File: src/rtl/bidir_shift_buffer.sv
// bidir_shift_buffer: DEPTH x DATA_WIDTH shift buffer, shiftable right or left,
// with parallel load, synchronous clear, per-entry valid bits, registered
// occupancy count / full / empty, and a registered drop-out port.
// Optional rotate mode is compiled in when BIDIR_SHIFT_BUFFER_ROTATE_EN is defined.
module bidir_shift_buffer #(
  parameter int DATA_WIDTH = 1,
  parameter int DEPTH      = 5,
  parameter int CNT_W      = $clog2(DEPTH + 1)
) (
  input  logic                        clk,
  input  logic                        rst,
  input  logic [DATA_WIDTH-1:0]       data_in,
  input  logic [DEPTH*DATA_WIDTH-1:0] load_data,
  input  logic                        clear,
  input  logic                        load,
  input  logic                        shift,
  input  logic                        direction_right,
  input  logic                        rotate,
  output logic [DEPTH*DATA_WIDTH-1:0] out,
  output logic [DEPTH-1:0]            valid,
  output logic [CNT_W-1:0]            count,
  output logic                        full,
  output logic                        empty,
  output logic [DATA_WIDTH-1:0]       dropped,
  output logic                        dropped_valid
);

  logic [DATA_WIDTH-1:0] ent_q [DEPTH];
  logic [DATA_WIDTH-1:0] ent_d [DEPTH];
  logic [DEPTH-1:0]      valid_q, valid_d;
  logic [CNT_W-1:0]      count_q, count_d;
  logic                  full_q, full_d;
  logic                  empty_q, empty_d;
  logic [DATA_WIDTH-1:0] dropped_q, dropped_d;
  logic                  dv_q, dv_d;
  logic                  rotate_active;

`ifdef BIDIR_SHIFT_BUFFER_ROTATE_EN
  assign rotate_active = rotate;
`else
  // Rotate is not built: the input is deliberately left dangling.
  logic unused_rotate;
  assign unused_rotate = rotate;
  assign rotate_active = 1'b0;
`endif

  // Next-state: clear beats load beats shift; the count tracks the valid vector
  // by adding one whenever a shift brings in data without losing a valid entry.
  always_comb begin
    logic [DATA_WIDTH-1:0] outgoing_data;
    logic                  outgoing_valid;
    for (int i = 0; i < DEPTH; i++) ent_d[i] = ent_q[i];
    valid_d        = valid_q;
    count_d        = count_q;
    dropped_d      = dropped_q;
    dv_d           = 1'b0;
    outgoing_data  = '0;
    outgoing_valid = 1'b0;
    if (clear) begin
      for (int i = 0; i < DEPTH; i++) ent_d[i] = '0;
      valid_d = '0;
      count_d = '0;
    end else if (load) begin
      for (int i = 0; i < DEPTH; i++) ent_d[i] = load_data[i*DATA_WIDTH +: DATA_WIDTH];
      valid_d = '1;
      count_d = CNT_W'(DEPTH);
    end else if (shift) begin
      if (direction_right) begin
        outgoing_data  = ent_q[0];
        outgoing_valid = valid_q[0];
        for (int i = 0; i < DEPTH - 1; i++) begin
          ent_d[i]   = ent_q[i+1];
          valid_d[i] = valid_q[i+1];
        end
        ent_d[DEPTH-1]   = rotate_active ? outgoing_data : data_in;
        valid_d[DEPTH-1] = rotate_active ? outgoing_valid : 1'b1;
      end else begin
        outgoing_data  = ent_q[DEPTH-1];
        outgoing_valid = valid_q[DEPTH-1];
        for (int i = 1; i < DEPTH; i++) begin
          ent_d[i]   = ent_q[i-1];
          valid_d[i] = valid_q[i-1];
        end
        ent_d[0]   = rotate_active ? outgoing_data : data_in;
        valid_d[0] = rotate_active ? outgoing_valid : 1'b1;
      end
      if (!rotate_active) begin
        dropped_d = outgoing_data;
        dv_d      = outgoing_valid;
        if (!outgoing_valid) count_d = count_q + CNT_W'(1);
      end
    end
    full_d  = (count_d == CNT_W'(DEPTH));
    empty_d = (count_d == '0);
  end

  // State register with synchronous reset overriding any command.
  always_ff @(posedge clk) begin
    if (rst) begin
      for (int i = 0; i < DEPTH; i++) ent_q[i] <= '0;
      valid_q   <= '0;
      count_q   <= '0;
      full_q    <= 1'b0;
      empty_q   <= 1'b1;
      dropped_q <= '0;
      dv_q      <= 1'b0;
    end else begin
      for (int i = 0; i < DEPTH; i++) ent_q[i] <= ent_d[i];
      valid_q   <= valid_d;
      count_q   <= count_d;
      full_q    <= full_d;
      empty_q   <= empty_d;
      dropped_q <= dropped_d;
      dv_q      <= dv_d;
    end
  end

  for (genvar g = 0; g < DEPTH; g++) begin : g_pack
    assign out[g*DATA_WIDTH +: DATA_WIDTH] = ent_q[g];
  end

  assign valid         = valid_q;
  assign count         = count_q;
  assign full          = full_q;
  assign empty         = empty_q;
  assign dropped       = dropped_q;
  assign dropped_valid = dv_q;

endmodule
File: config.mk
export PLATFORM = sky130hd
export DESIGN_NAME = bidir_shift_buffer
export DESIGN_NICKNAME = d
export VERILOG_FILES = /design/src/rtl/bidir_shift_buffer.sv
export SDC_FILE = /design/constraint.sdc
export NUM_CORES = 1
export LEC_CHECK = 0
export CAP_MARGIN = 20
export CORE_MARGIN = 3
export CORE_UTILIZATION = 47
export DETAILED_ROUTE_END_ITERATION = 8
export PLACE_DENSITY = 0.83
export SYNTH_ARGS = -nofsm -noshare
export SYNTH_HDL_FRONTEND = slang
export SYNTH_SLANG_ARGS = --single-unit
File: constraint.sdc
create_clock -name clk -period 3.7 [get_ports clk]
set_input_delay 0.37 -clock clk [delete_from_list [all_inputs] [get_ports clk]]
set_output_delay 0.37 -clock clk [all_outputs]
set_load 0.01 [all_outputs]
==> results of run 1 <==
## sequential cells by signal (all words and copies together) (netlist names)
| register | flops |
|---|---|
| count | 3 |
| dropped | 1 |
| dropped_valid | 1 |
| empty | 1 |
| ent_q | 5 |
| full | 1 |
| valid | 5 |
## synth_stat cells
master     instances
ha_1               1
a211oi_1           5
a21oi_1           13
clkbuf_1           6
dfxtp_1           17
o21a_1             2
nor4b_1            1
nor3_1             1
mux2i_1           10
o31ai_1            1
nand3_1            1
inv_1              2
buf_4              5
xnor2_1            3
o21ai_0            1
a31oi_1            1
or4_1              1
a311oi_1           1
nand2b_1           1
buf_2              1
nand2_2            1
nand3b_1           1
mux2i_2            1
a2bb2oi_1          1
nor2_1            25
or2_2              1
## power by group
part	internal (mW)	switching [mW]
Clock	0.0419	0.0548
Sequential	0.191	0.00834
Combinational	0.0435	0.0364
## cells by family after synthesis
| logic type | count (synthesis) |
|---|---|
| and+or+nand+nor | 33 |
| AOI/OAI and AO/OA | 25 |
| DFF | 17 |
| buffers and inverters | 14 |
| muxes | 11 |
| xor gates and xnor gates | 3 |
| adders and majority gates | 1 |
## layout make-up
class                           count  area, µm²
Timing Repair Buffer               28      280.3
Sequential cell                    17      340.3
Fill cell                         158      474.2
Clock buffer                        4      26.28
Multi-Input combinational cell     73      452.9
Inverter                            2      7.507
Tap cell                           24      30.03
## layer usage
layer	global-route usage [%]	vias to the layer above
li1	-	393
met4	8.531	0
met1	20.71	347
met2	28.73	18
met3	3.058	4
met5	0	-
## worst max-delay path: cells and delay by family
| family | cells | cell delay, ns |
|---|---|---|
| buffers and inverters | 1 | 0.89 |
| and+or+nand+nor | 2 | 0.65 |
| muxes | 1 | 0.39 |
| AOI/OAI and AO/OA | 1 | 0.13 |
## worst min-delay path by stage
stage | end | depth (start not counted) | startpoint
global placement | dropped | 2 | dropped
global route | dropped | 2 | dropped
CTS | dropped | 2 | dropped
floorplan | dropped | 1 | rst
detailed placement | dropped | 2 | dropped
finish | dropped | 2 | dropped
## per-stage QoR
| stage | setup slack (ns) | cells | hold WS [ns] |
|---|---|---|---|
| floorplan | 2.280 | 104 | 0.4421 |
| global placement | 1.245 | 144 | 0.5084 |
| detailed placement | 1.218 | 144 | 0.5190 |
| CTS | 1.510 | 148 | 0.5290 |
| global route | 1.425 | 148 | 0.5879 |
| finish | 1.497 | 148 | 0.5278 |
==> qor.yml, run 1 <==
synth_area_per_cell_um2: 8.325
synthMuxAreaShare_pct: 13.15
crit_arrival_ns: 2.43
n_antenna_cell: 0
fin_crit_ns: 2.203
grt_max_degree: 27
slew_headroom_pct: 43.06
crit_start: "direction_right"
dieArea_mm2: 0.002393
clock_latency_ns: 0.28
grt_overflow: 0
hold_buffers: 0
hp-class: "flip-flop to flip-flop"
grt_pass1_wl_um: 3194
rr_startpoint: "valid[4]"
root_buffer: "clkbuf_4"
worstPathRequired_ns: 3.92
dp_hpwl_um: 1359
place_congestion: 0.7759
vias_per_cell: 5.149
antenna_found_initial: 0
wl_met3_um: 76
clock_path_buffers: 2
wl_um: 1842
crit_end: "full"
grt_use_total_pct: 17.07
worst_pin_slew_ns: 0.8514
worst-setup-path-type: "primary input to flip-flop"
p_leak_nw: 0.4370
drc: 0
yosys_warnings: 0
max_freq_ghz: 0.4539
cts_buffers: 3
p_per_area_mw_per_mm2: 330.9
cts.clk_slew.worst_paths_ns: 0.09
ios: 30
final_cell_area_mm2: 0.001137
yosys.area_share.simple_pct: 16.91
finalCritPeriodShare_pct: 59.55
syn-cell-area_um2: 865.8
skew_ns: 0.001447
drt-met1-wl_um: 822
synth_top_family_by_area: "compound AO/OA/AOI/OAI gates"
netlist.area_leader.share_pct: 39.31
dieHeight_um: 48.92
drive_gt1_share_pct: 4.839
fin_nets: 139
post_cts_buffers: 0
grt_pass1_vias: 691
rows: 14
start_util_pct: 53.73
endpoint_kind: "flip-flop"
drv_slew: 0
cts_resized: 0
vdd_drop_max_uv: 241.4
cts_tree: "built"
die_w_um: 48.92
cp_slowest_cell: "clkdlybuf4s50_1"
synth_fp_nets: 118
ant_nets: 0
met2_length_um: 909
worst-r2r-cell-count: 4
synth.top_cells.by_area: "dfxtp_1, mux2i_1, nor2_1, a21oi_1, a211oi_1"
synth_compound_area_share_pct: 17.77
first_iter_violations: 3
syn2layout_area_growth_pct: 31.36
cap_violations: 0
slowest_delay_ns: 0.89
power_mw: 0.3763
final_cell_mix: "clkdlybuf4s50_1, nor2_1, dfxtp_1, a21oi_1, mux2i_1"
synth_top_cell_by_area: "dfxtp_1"
critPathLaunchType: "primary input"
core_area_mm2: 0.001612
tns_ns: 0
ys_ff_latch: 17
path_cells: "clkdlybuf4s50_1, mux2i_2, nand2_2, or4_1, a21oi_1"
h-tree-depth: 1
final_common_cell: "clkdlybuf4s50_1"
synthCells: 104
r2r-end: "full"
synth-xor-area-share_pct: 3.035
port_buffers: 28
r2r_setup_slack_ns: 2.24
highest_layer: "met4"
synthAdderAreaFrac_pct: 1.445
firstDrtPassIters: 4
hold_viol: 0
rsz0062_at_grt: "false"
place_area_mm2: 0.001111
avgRoutedWirePerCell_um: 12.45
dr_total_vias: 762
final_util_pct: 70.57
yosysUniqueCellTypes: 26
run_status: "finished clean"
cp_max_fo: 12
cts_sinks: 17
yosysSeqAreaShare_pct: 39.31
setup_viol: 0
Note: power is estimated with default switching activity, not from simulation.
==> run 2, diff against run 1 <==
--- a/config.mk
+++ b/config.mk
@@ -7,9 +7,9 @@
 export LEC_CHECK = 0
 export CAP_MARGIN = 20
 export CORE_MARGIN = 3
-export CORE_UTILIZATION = 47
+export CORE_UTILIZATION = 43
 export DETAILED_ROUTE_END_ITERATION = 8
-export PLACE_DENSITY = 0.83
+export PLACE_DENSITY = 0.77
 export SYNTH_ARGS = -nofsm -noshare
 export SYNTH_HDL_FRONTEND = slang
 export SYNTH_SLANG_ARGS = --single-unit
==> constraint.sdc (replaced) <==
create_clock -name clk -period 2.18 [get_ports clk]
set_input_delay 0.218 -clock clk [delete_from_list [all_inputs] [get_ports clk]]
set_output_delay 0.218 -clock clk [all_outputs]
set_load 0.01 [all_outputs]
==> qor.yml, run 2 (synthesis results as in run 1) <==
cp_max_fo: 4  # was 12
final_common_cell: "clkdlybuf4s50_1"  # unchanged
r2r_setup_slack_ns: 0.69  # was 2.24 ns
slew_headroom_pct: 80.46  # was 43.06%
run_status: "finished clean"  # unchanged
power_mw: 0.6489  # was 0.3763 mW
path_cells: "clkdlybuf4s50_1, mux2i_2, nand2_2, or4_1, a21oi_1"  # unchanged
core_area_mm2: 0.001821  # was 0.001612 mm²
cp_slowest_cell: "clkdlybuf4s50_1"  # unchanged
syn2layout_area_growth_pct: 34.10  # was 31.36%
post_cts_buffers: 0  # unchanged
fin_crit_ns: 1.572
h-tree-depth: 1  # unchanged
p_leak_nw: 0.4514  # was 0.4370 nW
grt_overflow: 0  # unchanged
tns_ns: 0  # unchanged
final_cell_area_mm2: 0.001161  # was 0.001137 mm²
clock_latency_ns: 0.28  # about the same
grt_max_degree: 23  # was 27
n_antenna_cell: 0  # unchanged
vdd_drop_max_uv: 383.7  # was 241.4 µV
die_w_um: 50.87  # was 48.92 µm
worst-setup-path-type: "primary input to flip-flop"  # unchanged
firstDrtPassIters: 4  # unchanged
ios: 30  # unchanged
p_per_area_mw_per_mm2: 558.9  # was 330.9 mW/mm²
cts_tree: "built"  # unchanged
hold_viol: 0  # unchanged
max_freq_ghz: 0.6361
antenna_found_initial: 0  # unchanged
hold_buffers: 0  # unchanged
ant_nets: 0  # unchanged
crit_arrival_ns: 1.80  # was 2.43 ns
drc: 0  # unchanged
endpoint_kind: "flip-flop"  # unchanged
rsz0062_at_grt: "false"  # unchanged
clock_path_buffers: 2  # unchanged
dr_total_vias: 811  # was 762
cts_resized: 0  # unchanged
place_area_mm2: 0.001135  # was 0.001111 mm²
fin_nets: 142  # was 139
setup_viol: 0  # unchanged
drv_slew: 0  # unchanged
cts_sinks: 17  # unchanged
dieArea_mm2: 0.002588  # was 0.002393 mm²
final_cell_mix: "clkdlybuf4s50_1, nor2_1, dfxtp_1, a21oi_1, mux2i_1"  # unchanged
cts.clk_slew.worst_paths_ns: 0.10  # was 0.09 ns
worstPathRequired_ns: 2.40  # was 3.92 ns
grt_pass1_vias: 706  # was 691
rows: 15  # was 14
root_buffer: "clkbuf_4"  # unchanged
finalCritPeriodShare_pct: 72.11
worst_pin_slew_ns: 0.2922  # was 0.8514 ns
grt_use_total_pct: 16.34  # was 17.07%
avgRoutedWirePerCell_um: 13.22  # was 12.45 µm
dp_hpwl_um: 1428  # was 1359 µm
vias_per_cell: 5.336  # was 5.149
hp-class: "primary input to flip-flop"  # was flip-flop to flip-flop
cts_buffers: 3  # unchanged
start_util_pct: 47.56  # was 53.73%
first_iter_violations: 13  # was 3
wl_um: 2009  # was 1842 µm
skew_ns: 0.002184  # was 0.001447 ns
slowest_delay_ns: 0.52  # was 0.89 ns
critPathLaunchType: "primary input"  # unchanged
cap_violations: 0  # unchanged
n_fill_cell: 171  # was 158
port_buffers: 28  # unchanged
place_congestion: 0.7870  # was 0.7759
dieHeight_um: 50.87  # was 48.92 µm
drive_gt1_share_pct: 7.087  # was 4.839%
grt_pass1_wl_um: 3222  # was 3194 µm
==> run 2: changes by cell type in the layout (fill, tap and decap cells not counted) <==
cell   before  now
buf_4       0    3
==> run 2: final timing paths <==
path         endpoint  depth (start not counted)            start
max              full                          5  direction_right
max reg2reg      full                          3         count[0]
min           dropped                          2              rst
min reg2reg   dropped                          2          dropped
==> run 2: area by class of cell <==
cell class / count / area, µm² / area share (%)
flip-flops and latches: 17 / 340.3 / 29.31
multi-input cells: 73 / 452.9 / 39.01
inverters: 2 / 7.507 / 0.6466
well taps: 25 / 31.28 / 2.694
repair buffers: 31 / 302.8 / 26.08
clock buffers: 4 / 26.28 / 2.263
==> run 2: power breakdown <==
group	internal [mW]	leakage, nW	switching [mW]
combinational	0.0767	0.297	0.0633
clock	0.0710	0.0150	0.0978
sequential	0.325	0.140	0.0151
total	0.473	0.451	0.176
==> run 2: metrics by stage <==
stage / util (%) / hold WS [ns] / worst slack, ns / std cells
2_1_floorplan: - / 0.2901 / 0.7599 / 104
3_3_place_gp: 62.34 / 0.5024 / 0.3249 / 148
3_5_place_dp: 62.34 / 0.5166 / 0.2978 / 148
4_1_cts: 63.78 / 0.5162 / 0.6023 / 152
5_1_grt: 63.78 / 0.5205 / 0.5264 / 152
6_report: 63.78 / 0.5199 / 0.6079 / 152
==> run 2: critical path, delay by kind of cell <==
kind	cells	cell delay, ns
AND/OR/NAND/NOR	2	0.62
buffers and inverters	1	0.52
multiplexers	1	0.32
AO/OA/AOI/OAI	1	0.13
==> run 2: routing by layer <==
metal,global-route usage (%),share of wire (%),vias up
li1,-,-,400
met1,20.76,48,383
met2,27.17,46,26
met3,2.915,4.7,2
met4,6.726,0.75,0
met5,0,0,-
